### src/rtl/param_counter.sv
`default_nettype none
// ============================================================================
// Module   : param_counter
// Purpose  : Parametrised up/down/ping-pong/one-shot counter for use as a
//            timer or sequencer primitive. The count is clamped to
//            0..MAX_VAL, with a terminal-count pulse and a sticky one-shot
//            completion flag.
// Macro    : COUNTER_PRESCALE_EN - when defined, the count enable is divided
//            by PRESCALE. Steps and tc happen only on prescaler ticks.
// Ports    : i_clk       clock, rising edge
//            i_rst_n     asynchronous active-low reset
//            i_en        count enable
//            i_mode      00 up, 01 down, 10 ping-pong, 11 one-shot up
//            i_load      synchronous load strobe (wins over i_en)
//            i_load_val  load value, clamped to MAX_VAL
//            o_count     registered count
//            o_dir       registered direction, 1 = up
//            o_is_match  o_count == MATCH_VAL (combinational)
//            o_tc        terminal-count pulse (combinational)
//            o_done      registered one-shot completion flag
// Revision : 1.0 - initial release
// ============================================================================
module param_counter #(
    parameter int WIDTH     = 8,
    parameter int MAX_VAL   = 255,
    parameter int MATCH_VAL = 1,
    parameter int PRESCALE  = 4
) (
    input  logic             i_clk,
    input  logic             i_rst_n,
    input  logic             i_en,
    input  logic [1:0]       i_mode,
    input  logic             i_load,
    input  logic [WIDTH-1:0] i_load_val,
    output logic [WIDTH-1:0] o_count,
    output logic             o_dir,
    output logic             o_is_match,
    output logic             o_tc,
    output logic             o_done
);

    localparam logic [1:0]       c_MODE_UP   = 2'b00;
    localparam logic [1:0]       c_MODE_DOWN = 2'b01;
    localparam logic [1:0]       c_MODE_PING = 2'b10;
    localparam logic [1:0]       c_MODE_ONCE = 2'b11;
    localparam logic [WIDTH-1:0] c_MAX       = WIDTH'(MAX_VAL);
    localparam logic [WIDTH-1:0] c_MATCH     = WIDTH'(MATCH_VAL);
    localparam logic [WIDTH-1:0] c_ONE       = WIDTH'(1);

    // An illegal parameter set stops elaboration.
    generate
        if (MAX_VAL < 1 || PRESCALE < 1 || WIDTH < 1) begin : g_param_check
            $error("param_counter: illegal MAX_VAL, PRESCALE or WIDTH");
        end
    endgenerate

    logic [WIDTH-1:0] r_count;
    logic             r_dir;
    logic             r_done;
    logic             w_tick;
    logic [WIDTH-1:0] w_count_nxt;
    logic             w_dir_nxt;
    logic             w_done_nxt;
    logic             w_tc;

`ifdef COUNTER_PRESCALE_EN
    localparam int              c_PW       = (PRESCALE > 1) ? $clog2(PRESCALE) : 1;
    localparam logic [c_PW-1:0] c_PRE_LAST = c_PW'(PRESCALE - 1);
    localparam logic [c_PW-1:0] c_PRE_ONE  = c_PW'(1);

    logic [c_PW-1:0] r_pre;

    // The prescaler counts enabled cycles only. A load restarts it so that
    // the first step after a load always comes a full PRESCALE cycles later.
    always_ff @(posedge i_clk or negedge i_rst_n) begin
        if (!i_rst_n) begin
            r_pre <= '0;
        end else if (i_load) begin
            r_pre <= '0;
        end else if (i_en) begin
            r_pre <= (r_pre == c_PRE_LAST) ? '0 : r_pre + c_PRE_ONE;
        end
    end

    assign w_tick = i_en & (r_pre == c_PRE_LAST);
`else
    assign w_tick = i_en;
`endif

    // Next-state and terminal-count decode. tc is high in the cycle that
    // precedes a wrap, turn or finish edge.
    always_comb begin
        w_count_nxt = r_count;
        w_dir_nxt   = r_dir;
        w_done_nxt  = r_done;
        w_tc        = 1'b0;
        if (i_load) begin
            w_count_nxt = (i_load_val > c_MAX) ? c_MAX : i_load_val;
            w_dir_nxt   = 1'b1;
            w_done_nxt  = 1'b0;
        end else if (w_tick) begin
            case (i_mode)
                c_MODE_UP: begin
                    w_tc        = (r_count == c_MAX);
                    w_count_nxt = w_tc ? '0 : r_count + c_ONE;
                end
                c_MODE_DOWN: begin
                    w_tc        = (r_count == '0);
                    w_count_nxt = w_tc ? c_MAX : r_count - c_ONE;
                end
                c_MODE_PING: begin
                    // Turning at an endpoint moves straight to the
                    // neighbour, so each endpoint appears only once.
                    if (r_dir) begin
                        w_tc = (r_count == c_MAX);
                        if (w_tc) begin
                            w_count_nxt = c_MAX - c_ONE;
                            w_dir_nxt   = 1'b0;
                        end else begin
                            w_count_nxt = r_count + c_ONE;
                        end
                    end else begin
                        w_tc = (r_count == '0);
                        if (w_tc) begin
                            w_count_nxt = c_ONE;
                            w_dir_nxt   = 1'b1;
                        end else begin
                            w_count_nxt = r_count - c_ONE;
                        end
                    end
                end
                c_MODE_ONCE: begin
                    if (!r_done) begin
                        if (r_count == c_MAX) begin
                            w_tc       = 1'b1;
                            w_done_nxt = 1'b1;
                        end else begin
                            w_count_nxt = r_count + c_ONE;
                        end
                    end
                end
                default: begin
                    w_count_nxt = r_count;
                end
            endcase
        end
    end

    always_ff @(posedge i_clk or negedge i_rst_n) begin
        if (!i_rst_n) begin
            r_count <= '0;
            r_dir   <= 1'b1;
            r_done  <= 1'b0;
        end else begin
            r_count <= w_count_nxt;
            r_dir   <= w_dir_nxt;
            r_done  <= w_done_nxt;
        end
    end

    assign o_count    = r_count;
    assign o_dir      = r_dir;
    assign o_done     = r_done;
    assign o_tc       = w_tc;
    assign o_is_match = (r_count == c_MATCH);

endmodule
`default_nettype wire

### config.mk
export PLATFORM = sky130hd
export DESIGN_NAME = param_counter
export DESIGN_NICKNAME = d
export VERILOG_FILES = /design/src/rtl/param_counter.sv
export SDC_FILE = /design/constraint.sdc
export NUM_CORES = 1
export LEC_CHECK = 0
export CORE_MARGIN = 4
export CORE_UTILIZATION = 49
export CTS_BUF_LIST = sky130_fd_sc_hd__clkbuf_2
export DETAILED_ROUTE_END_ITERATION = 6
export PLACE_DENSITY = 0.83
export SYNTH_ARGS = -nofsm -noshare
export SYNTH_HDL_FRONTEND = slang
export SYNTH_SLANG_ARGS = --single-unit
### constraint.sdc
create_clock -name i_clk -period 2.2 [get_ports i_clk]
set_clock_uncertainty 0.15 [all_clocks]
set_input_delay 0.44 -clock i_clk [delete_from_list [all_inputs] [get_ports i_clk]]
set_output_delay 0.44 -clock i_clk [all_outputs]
set_load 0.01 [all_outputs]
## After elaboration in Yosys (flattened, before gate mapping)

Index checks and enable logic that the tools add are counted.

- Register bits after elaboration: 10
- Input bits: 14
- Output and inout port bits: 12
- Logic and storage cells: 48

- Reductions and logical operators: 8
- Equality and inequality tests: 7
- Magnitude comparators: 1
- Mux-type cells: 27
- Add/sub/neg operators: 2

Operators with widths:

| kind | number |
|---|---|
| $mux 8 | 10 |
| $pmux 8 s4 | 1 |
| $mux 1 | 15 |
| $add 8x1->8 const B | 1 |
| $eq 8x1->1 const B | 1 |
| $eq 8x8->1 const B | 1 |
| $gt 8x8->1 const B | 1 |
| $logic_not 8->1 | 1 |
| $sub 8x1->8 const B | 1 |
| $ne 3x3->1 const B | 2 |
| $reduce_bool 2->1 | 3 |
| $eq 2x2->1 const B | 2 |
| $pmux 1 s4 | 1 |
| $reduce_and 2->1 | 2 |
| $reduce_and 3->1 | 1 |
| $eq 2x1->1 const B | 1 |
| $logic_not 2->1 | 1 |

## Depth between registers and ports, before layout

- Depth after elaboration: 6
- Depth in mapped cells: 8
- Depth with buffers taken out: 7

## Worst setup path after synthesis

OpenSTA, ideal clock, no wires.

- Path kind: flip-flop to output port
- From: reg r_count[0], in the netlist o_count[0]
- To: out o_tc
- Arrival: 1.769 ns
- Data required time: 1.610 ns
- Setup slack: -0.159 ns
- Stages on the path, launching flop included: 8
- Path buffers: 1
- Cells stage by stage: dfrtp_1 clkbuf_1 inv_1 ha_1 and3_1 a21oi_1 nor2_1 o31a_1

- Word-level cells in the longest chain between the ends: 6
- Elaborated cells between the ends (all ways): 8
- Classes of those cells: 1 x eq/ne; 6 x mux; 1 x reduce/logical

Ends and longest elaborated chain:

| item | line | source |
|---|---|---|
| start, declared | 57 | `logic [WIDTH-1:0] r_count;` |
| start signal, assigned | 155 | `r_count <= w_count_nxt;` |
| $eq 8x8->1 | 104, 115, 134 |  |
| $mux 1 | 134 | `if (r_count == c_MAX) begin` |
| $mux 1 | 133 | `if (!r_done) begin` |
| $pmux 1 s4 * | 102 | `case (i_mode)` |
| $mux 1 * | 101 | `end else if (w_tick) begin` |
| $mux 1 * | 97 | `if (i_load) begin` |
| end, declared | 38 | `output logic o_tc,` |

Mark *: on every way between the ends. The rest lies on a longest branch, timed or not.

## Final worst setup path

- From: reg r_count[4], in the netlist o_count[4]
- To: out o_tc

The elaborated chain is that of the path after synthesis.

==> results.ini <==
[sta]
worst_pin_slew_ns=0.554
drv_slew=0
period_share=1.07
finalWorstSetupSlack_ns=-0.149
fmax_mhz=426
rsz0062_at_grt=true
finalSetupViolCount=1
hold_viol=0
slew-limit-headroom=0.629
finalCriticalPeriod_ns=2.35

[yosys]
synth_edf_count=0
yosysWarnings=0
netlist_area_sq_um=1490
seq_area_frac_synth=0.169
ys_async_sr_fraction=1.00
yosysTopAreaCell=dfrtp_1
syn_inst=199
yosys-top-cells-area=dfrtp_1, a21oi_1, nand2_1
yosys.area.top_type_share=0.151
yosys_most_used_dff=dfrtp_1
syn_nets=217
ys_ff_latch=10
ys_types=63
syn_avg_cell_area_sq_um=7.49

[place]
gp_congestion=0.930
port_buffers=25
dp_hpwl_um=3780
placed_area_sq_um=2060
post-place-ws_ns=-0.338
place_inst=286

[floorplanning]
rows=19
die_h_um=63.1
num_io_pins=26
dieArea_sq_um=3990
initial_utilization=0.527
core-area_sq_um=2830
fp.dieW_um=63.1

[layout]
area_delta_synth_final_pct=51.9
diodes=0
design_area_sq_um=2260
utilization=0.800
drive_gt1_frac=0.385
layout.nets=289
layout.cells.non_filler=301

[clock_tree]
insertion_delay_ns=0.28
htree_levels=1
numCtsBuffers=3
cts_tree=yes
clkSinkCount=10
cts_max_path_buffers=2
path_clk_slew_ns=0.13
cts-hold-fix-buffers=0
root_buffer=clkbuf_2

[worst_hold_path]
hold_path.class=in -> async

[power]
pwr-share-seq=0.262
netSwitchingFraction=0.424
clkPwrFrac=0.140
power.leakage_nw=0.924
p_comb_frac=0.598
power.density_nw_per_um2=409
peakVddDrop_mv=0.334
p_int_mw=0.533
totalPowerFinal_mw=0.926
net-switching-power_mw=0.393

[flow_run]
max_cap_violations=0

[outcome]
violations=setup timing
status=finished, violations left

[setup_path]
critPathKind=reg -> out
worst_setup_path_start_kind=register
critPathSlowestCell=dfrtp_2
crit_arrival_ns=1.76
crit_chain=nand4_2 -> nor3_1 -> a21oi_2 -> nor2_1 -> o31a_1 -> buf_2
end_kind=output pin
crit_path_max_incr_delay_ns=0.49
crit_fanout=7
required_ns=1.61

[global_routing]
gr-total-overflow=0
grt_pass1_wl_um=8600
grt_pass1_vias=1829
grtUsageTotal=0.272
grt_max_degree=16
antenna_found_initial=0

[routing]
viasPerCell=6.62
antenna_left=0
drc=0
wl_per_cell_um=18.8
drt_first_pass_iters=6
drt_iter0_drc=183
num_vias=1994
routed_wl_um=5670

==> area by class of cell <==
class	count	area, sq um
Clock buffer	4	20.0
Tap cell	31	38.8
Fill cell	180	566
Multi-Input combinational cell	163	1210
Inverter	8	30.0
Sequential cell	10	259
Timing Repair Buffer	85	708
==> synth_stat cells, types with 3 or more instances <==
| library cell | instances |
|---|---|
| and2_1 | 3 |
| a21oi_1 | 11 |
| buf_2 | 5 |
| nand2_1 | 14 |
| nor2_1 | 14 |
| o21ai_1 | 3 |
| dfrtp_1 | 9 |
| nand3_1 | 7 |
| xnor2_1 | 3 |
| ha_1 | 4 |
| nand2b_1 | 5 |
| o311a_1 | 4 |
| nor2b_1 | 6 |
| clkbuf_1 | 10 |
| inv_1 | 6 |
| o2bb2ai_1 | 4 |
| nand4_1 | 6 |
| nor4_1 | 4 |
| o21ai_0 | 6 |
| nor3_1 | 8 |
| a31oi_1 | 6 |
| a211oi_1 | 4 |
| and3_1 | 4 |
==> state kept, by name, indices dropped and copies added (netlist names) <==
register,count
o_dir,1
o_done,1
o_count,8
==> power groups by stage <==
| stage | registers (mW) | clock network (mW) | logic [mW] |
|---|---|---|---|
| floorplan | 0.233 | 0 | 0.270 |
| global placement | 0.239 | 0 | 0.461 |
| detailed placement | 0.240 | 0 | 0.470 |
| CTS | 0.237 | 0.127 | 0.505 |
| global route | 0.246 | 0.139 | 0.590 |
| finish | 0.243 | 0.130 | 0.554 |
==> what timing repair did <==
item	in CTS	in global routing
pin swaps	5	2
setup endpoints to repair	3	8
buffers inserted	7	4
resized for setup	20	19
==> through the flow <==
step	setup TNS, ns	hold slack (ns)
5_1_grt	-0.240	0.380
2_1_floorplan	0	-0.00559
3_3_place_gp	-0.873	0.437
4_1_cts	-0.0609	0.373
3_5_place_dp	-1.18	0.432
6_report	-0.149	0.349
==> path summary, 6_finish.rpt <==
check	startpoint	endpoint	slack (ns)	depth (start not counted)
min in group i_clk	o_done$_DFFE_PN0P_	o_done$_DFFE_PN0P_	0.49	2
hold reg to reg	o_done$_DFFE_PN0P_	o_done$_DFFE_PN0P_	0.49	2
hold / removal	i_rst_n	o_done$_DFFE_PN0P_	0.35	1
max in group asynchronous	i_rst_n	o_count[2]$_DFFE_PN0P_	1.16	1
setup / recovery	o_count[4]$_DFFE_PN0P_	o_tc	-0.15	6
setup reg to reg	o_count[0]$_DFFE_PN0P_	o_count[4]$_DFFE_PN0P_	0.08	8
==> placed cells by master (no fill, tap or decap), types with 4 or more instances in the layout <==
cell | Yosys | final
a211oi_1 | 4 | 4
a21oi_1 | 11 | 10
a31oi_1 | 6 | 6
buf_4 | 2 | 57
buf_6 | 1 | 4
clkbuf_2 | 0 | 5
clkdlybuf4s50_1 | 0 | 20
dfrtp_2 | 0 | 6
inv_1 | 6 | 4
nand2_1 | 14 | 14
nand2b_1 | 5 | 5
nand3_1 | 7 | 6
nand4_1 | 6 | 6
nor2_1 | 14 | 14
nor2b_1 | 6 | 6
nor3_1 | 8 | 7
o21ai_0 | 6 | 6
o2bb2ai_1 | 4 | 4
o311a_1 | 4 | 4
==> cells by family (layout without fill, tap and decap cells) <==
| group | count (synthesis) | in the layout | synth area share |
|---|---|---|---|
| mux | 1 | 1 | 0.00672 |
| fa+ha+maj | 4 | 4 | 0.0336 |
| buf+inv | 26 | 97 | 0.0798 |
| simple gates | 86 | 86 | 0.338 |
| compound gates | 66 | 66 | 0.333 |
| flops | 10 | 10 | 0.169 |
| xor+xnor | 6 | 6 | 0.0403 |
==> per-layer routing <==
metal  part of all wire  vias to the layer above  global-route usage  wire length (um)
met5                  0                        -                   0                 0
met4              0.044                        0               0.132               250
met3               0.12                       40              0.0657               669
met2               0.46                      148               0.435              2620
met1               0.38                      902               0.341              2130
li1                   -                      904                   -                 -
==> critical path, delay by kind of cell (launching register included) <==
family / cells / cell delay [ns]
buf+inv: 1 / 0.12
flops: 1 / 0.49
simple gates: 3 / 0.66
compound gates: 2 / 0.19
Note: power is estimated with default switching activity, not from simulation.
